File: config.mk
export PLATFORM = sky130hd
export DESIGN_NAME = sha_msg_scheduler_p
export DESIGN_NICKNAME = d
export VERILOG_FILES = /design/src/rtl/sha_msg_scheduler_p.sv
export SDC_FILE = /design/constraint.sdc
export NUM_CORES = 2
export LEC_CHECK = 0
export ABC_CLOCK_PERIOD_IN_PS = 7300
export BUFFER_PORTS_ARGS = -buffer_cell sky130_fd_sc_hd__buf_2
export CAP_MARGIN = 30
export CORE_AREA = 2 2 270 272
export CTS_CLUSTER_DIAMETER = 30
export DETAILED_ROUTE_END_ITERATION = 12
export DIE_AREA = 0 0 272 274
export GPL_TIMING_DRIVEN = 0
export PLACE_DENSITY = 0.59
export SYNTH_ARGS = -nofsm -noshare
export SYNTH_HDL_FRONTEND = slang
export SYNTH_SLANG_ARGS = --single-unit
File: constraint.sdc
create_clock -name clk -period 7.3 [get_ports clk]
set_input_delay 0.73 -clock clk [delete_from_list [all_inputs] [get_ports clk]]
set_output_delay 0.73 -clock clk [all_outputs]
set_load 0.02 [all_outputs]
File: src/rtl/sha_msg_scheduler_p.sv
// SHA-2 message-schedule generator (SHA-256 or SHA-512, chosen by ALG).
//
// Accepts one padded 16-word message block and streams the ROUNDS schedule
// words W[0..ROUNDS-1] over a valid/ready interface, one word per cycle when
// the consumer never stalls. A 16-word sliding window holds W[t..t+15];
// every accepted word shifts the window and appends W[t+16].
//
// Ports:
//   clk        rising-edge clock
//   rst_n      asynchronous active-low reset
//   abort      synchronous flush back to IDLE (wins over every handshake)
//   blk_valid  a padded block is offered on blk_data
//   blk_ready  the scheduler accepts the offered block this cycle
//   blk_data   BLOCK_W-bit message block, word 0 in the MSBs
//   w_valid    a schedule word is presented
//   w_ready    the consumer takes the presented word
//   w_data     schedule word W[w_idx]
//   w_idx      round index of w_data
//   w_last     w_idx is the final round (ROUNDS-1)
//   busy       the scheduler is streaming a block
module sha_msg_scheduler_p #(
    parameter  int ALG     = 256,
    localparam int WORD_W  = (ALG == 512) ? 64 : 32,
    localparam int ROUNDS  = (ALG == 512) ? 80 : 64,
    localparam int BLOCK_W = 16 * WORD_W
) (
    input  logic               clk,
    input  logic               rst_n,
    input  logic               abort,
    input  logic               blk_valid,
    output logic               blk_ready,
    input  logic [BLOCK_W-1:0] blk_data,
    output logic               w_valid,
    input  logic               w_ready,
    output logic [WORD_W-1:0]  w_data,
    output logic [6:0]         w_idx,
    output logic               w_last,
    output logic               busy
);

    if (ALG != 256 && ALG != 512) begin : g_bad_alg
        $error("sha_msg_scheduler_p: ALG must be 256 or 512");
    end

    // Small-sigma rotate/shift amounts for the selected algorithm.
    localparam int S0_R1 = (ALG == 512) ? 1  : 7;
    localparam int S0_R2 = (ALG == 512) ? 8  : 18;
    localparam int S0_SH = (ALG == 512) ? 7  : 3;
    localparam int S1_R1 = (ALG == 512) ? 19 : 17;
    localparam int S1_R2 = (ALG == 512) ? 61 : 19;
    localparam int S1_SH = (ALG == 512) ? 6  : 10;

    localparam logic [6:0] LAST_IDX = 7'(ROUNDS - 1);

    typedef enum logic {
        IDLE = 1'b0,
        RUN  = 1'b1
    } state_t;

    state_t            state, state_next;
    logic [WORD_W-1:0] win [16];
    logic [WORD_W-1:0] w_next;
    logic              accept;
    logic              w_take;

    function automatic logic [WORD_W-1:0] rotr(input logic [WORD_W-1:0] x, input int n);
        return (x >> n) | (x << (WORD_W - n));
    endfunction

    function automatic logic [WORD_W-1:0] sig0(input logic [WORD_W-1:0] x);
        return rotr(x, S0_R1) ^ rotr(x, S0_R2) ^ (x >> S0_SH);
    endfunction

    function automatic logic [WORD_W-1:0] sig1(input logic [WORD_W-1:0] x);
        return rotr(x, S1_R1) ^ rotr(x, S1_R2) ^ (x >> S1_SH);
    endfunction

    // W[t+16] from the current window (win[0] = W[t]); wraps mod 2^WORD_W.
    assign w_next = sig1(win[14]) + win[9] + sig0(win[1]) + win[0];

    assign w_last = (state == RUN) && (w_idx == LAST_IDX);
    assign w_data = win[0];
    assign accept = blk_valid && blk_ready;
    // abort cancels the word handshake as well as block acceptance.
    assign w_take = w_valid && w_ready && !abort;

    // State register.
    // NOTE: sequential state uses non-blocking assignments so every flop
    // samples pre-edge values regardless of statement order.
    always_ff @(posedge clk or negedge rst_n) begin
        if (!rst_n) begin
            state <= IDLE;
        end else begin
            state <= state_next;
        end
    end

    // Next-state logic.
    // NOTE: every combinational output gets a default first so no path
    // leaves it unassigned and infers a latch.
    always_comb begin
        state_next = state;
        if (abort) begin
            state_next = IDLE;
        end else if (accept) begin
            state_next = RUN;
        end else if (w_take && w_last) begin
            state_next = IDLE;
        end
    end

    // Output logic. blk_ready in RUN only opens on the final word so a new
    // block follows the last word with no bubble; abort closes it.
    always_comb begin
        w_valid   = 1'b0;
        busy      = 1'b0;
        blk_ready = 1'b0;
        case (state)
            IDLE: blk_ready = !abort;
            RUN: begin
                w_valid   = 1'b1;
                busy      = 1'b1;
                blk_ready = !abort && w_last && w_ready;
            end
            default: ;
        endcase
    end

    // Window and round index.
    // NOTE: the window is reset (not left uninitialised like a RAM) because
    // w_data reads win[0] directly and must be zero while in reset.
    always_ff @(posedge clk or negedge rst_n) begin
        if (!rst_n) begin
            for (int k = 0; k < 16; k++) begin
                win[k] <= '0;
            end
            w_idx <= '0;
        end else if (abort) begin
            w_idx <= '0;
        end else if (accept) begin
            for (int k = 0; k < 16; k++) begin
                win[k] <= blk_data[BLOCK_W-1-k*WORD_W -: WORD_W];
            end
            w_idx <= '0;
        end else if (w_take) begin
            if (w_last) begin
                w_idx <= '0;
            end else begin
                for (int k = 0; k < 15; k++) begin
                    win[k] <= win[k+1];
                end
                win[15] <= w_next;
                w_idx   <= w_idx + 7'd1;
            end
        end
    end

endmodule

==> results.tsv <==
stage	metric	value	unit
floorplan	die_area	0.0745	mm^2
placed_design	portBuffers	558	
logic_synthesis	synth-seq-cells	520	
cts	post_cts_buffers	0	
power_and_ir_drop	power	18.7	mW
critical_path	critPathSlowestCell	a221oi_2	
critical_path	max_stage_delay	510	ps
grt	grt_pass1_wl	172000	um
timing	worst_pin_slew	897	ps
floorplan	start_util	0.393	
cts	cts_resized	0	
cts	holdBufCountCts	0	
cts	clk_path_buf_depth	3	
logic_synthesis	yosysSeqAreaShare	0.460	
logic_synthesis	synth_warnings	0	
layout	final_common_cell	nand2_1	
critical_path	cp_cell_sequence	clkbuf_1 > xor2_1 > xnor2_1 > fa_1 > inv_1 > fa_1 > ha_1 > fa_1 > a21o_1 > a221oi_2 > o31a_4 > nor4_2 > or3_1 > a31o_1	
timing	whs	81.5	ps
critical_path	ff2ff_path_depth	14	
outcome	outcome	completed	
timing	rsz0062_at_grt	no	
critical_path	crit_arrival	5070	ps
timing	fmax	221	MHz
timing	fin_skew	23.6	ps
routing	routed_wl	120000	um
cts	clkSinkCount	520	
worst_hold_path	hold_path_class	input port to async pin	
routing	viasPerCell	5.34	
floorplan	core	0.0720	mm^2
routing	drtAntennaViolNets	0	
cts	clkLatencyLatePin	670	ps
cts	clk_pin_slew	50	ps
layout	layoutNonFillerInstCount	5208	
layout	syn2layout_area_growth	29.1	%
routing	drt-wirelength-per-cell	23.1	um
floorplan	fp.dieW	272	um
power_and_ir_drop	p_leak	17.7	nW
timing	relSlewSlack	0.402	
critical_path	worstReg2RegStart	win[43]	
timing	finalCriticalPeriod	4530	ps
floorplan	die_y	274	um
timing	fin_ws	2770	ps
cts	tritoncts	yes	
power_and_ir_drop	cellPowerDensity	513	mW/mm^2
grt	grt_max_degree	112	
critical_path	cp.required	7840	ps
layout	drive_above_1_share	0.234	
grt	grtUsageTotal	0.315	
critical_path	path_buf_inv	2	
layout	post-route-cell-area	0.0365	mm^2
critical_path	crit_type	flop to flop	
critical_path	crit_family	adder cells	
placed_design	dp_slack	2830	ps
placed_design	dp_hpwl	96000	um
critical_path	end_kind	flop	
timing	finalMaxSlewViolations	0	
floorplan	row_count	99	
cts	cts_max_level	3	
layout	num-nets-final	4759	
placed_design	placedCellCount	4986	
routing	num_vias	27800	
run	max_cap_violations	0	
logic_synthesis	ys_types	63	
routing	drt_pass1_iterations	5	
logic_synthesis	synth_ff_type	dfrtp_1	
cts	cts_root_buf	clkbuf_16	
routing	initialDrtViolationCount	2681	
power_and_ir_drop	peakVddDrop	500	uV
logic_synthesis	synth_area	0.0283	mm^2
timing	setup-tns-final	0	ps
cts	cts_buffers	119	
logic_synthesis	synth_area_per_cell	8.17	um^2
logic_synthesis	synthCells	3465	
logic_synthesis	synth-edff-count	0	
critical_path	critPathMaxFanout	5	
grt	antenna_found_initial	8	
logic_synthesis	synth_nets	4076	
placed_design	finalWeightedCongestion	0.976	
floorplan	io_pins	560	
critical_path	crit_top_cell	fa_1	
timing	hold_viol_final	0	
critical_path	r2r_slack	2770	ps
logic_synthesis	async_flop_share	1.00	
timing	setup_viol	0	
layout	fin_util	0.508	
critical_path	rr_endpoint	win[25]	
routing	drc_errors	0	
grt	overflow	0	
grt	grt_pass1_vias	26900	
placed_design	placed_area	0.0324	mm^2
layout	final_cell_mix	1025 x nand2_1, 726 x buf_2, 520 x nor2_1, 520 x dfrtp_1, 485 x a31oi_1	
timing	fin_crit_sh	0.620	
critical_path	start_kind	flop	
## layout make-up
| type | count | area [um^2] |
|---|---|---|
| Clock buffer | 168 | 3440 |
| Tap cell | 959 | 1200 |
| Sequential cell | 520 | 13000 |
| Clock inverter | 52 | 667 |
| Buffer | 319 | 1590 |
| Antenna cell | 2 | 5.00 |
| Inverter | 128 | 480 |
| Multi-Input combinational cell | 2498 | 13200 |
| Fill cell | 7043 | 35400 |
| Timing Repair Buffer | 562 | 2910 |
## kinds of logic (layout without fill, tap and decap cells)
group | count (synthesis) | count (layout) | synth area share
AO/OA/AOI/OAI | 641 | 641 | 0.144
XOR/XNOR | 138 | 138 | 0.0427
adder cells (fa/ha/maj) | 94 | 94 | 0.0580
buffers and inverters | 447 | 1229 | 0.0730
flip-flops | 520 | 520 | 0.460
multiplexers | 4 | 4 | 0.00141
other | 0 | 2 | 0
AND/OR/NAND/NOR | 1621 | 1621 | 0.221
## worst max-delay path by stage
stage	startpoint	to	cells after the start
global route	win[43]	win[25]	14
detailed placement	win[43]	win[25]	14
global placement	rst_n	win[105]	1
CTS	win[43]	win[25]	14
floorplan	win[43]	win[25]	14
finish	win[43]	win[25]	14
## layer usage
layer / GRT usage / part of all wire
met1: 0.420 / 0.42
met2: 0.508 / 0.46
met3: 0.0551 / 0.074
met4: 0.131 / 0.043
met5: 0 / 0.00049
## flip-flops by register name, summed over array words and instances, names as in the netlist
register / flops
w_idx: 7
state: 1
win: 480
w_data: 32
## power breakdown
group	switching, mW	total, mW	internal [mW]
sequential	0.501	4.03	3.53
clock	1.71	5.41	3.70
combinational	6.00	9.30	3.30
## cells in the mapped netlist (all sizes together), types with 8 or more instances
library cell     n  area, um^2
buf            220        1200
a21o             8        60.1
o21a            11        82.6
a31oi          486        3050
fa              62        1240
a21oi           54         278
o21ai           28         140
inv            128         480
nand2         1025        3850
o22ai           12        75.1
nand3           10        50.1
nor2           520        1950
and3            10        62.6
nand4           11        68.8
xor2            48         420
dfrtp          520       13000
nor3            16        80.1
clkbuf          99         389
ha              32         400
xnor2           90         788
## worst reg2reg max path, delay by kind of cell (launching register included)
| family | cells | cell delay [ps] |
|---|---|---|
| DFF | 1 | 320 |
| AOI/OAI and AO/OA | 4 | 1240 |
| and+or+nand+nor | 2 | 450 |
| adders and majority gates | 4 | 1550 |
| buffers and inverters | 2 | 460 |
| xor gates and xnor gates | 2 | 400 |
Note: power is estimated with default switching activity, not from simulation.
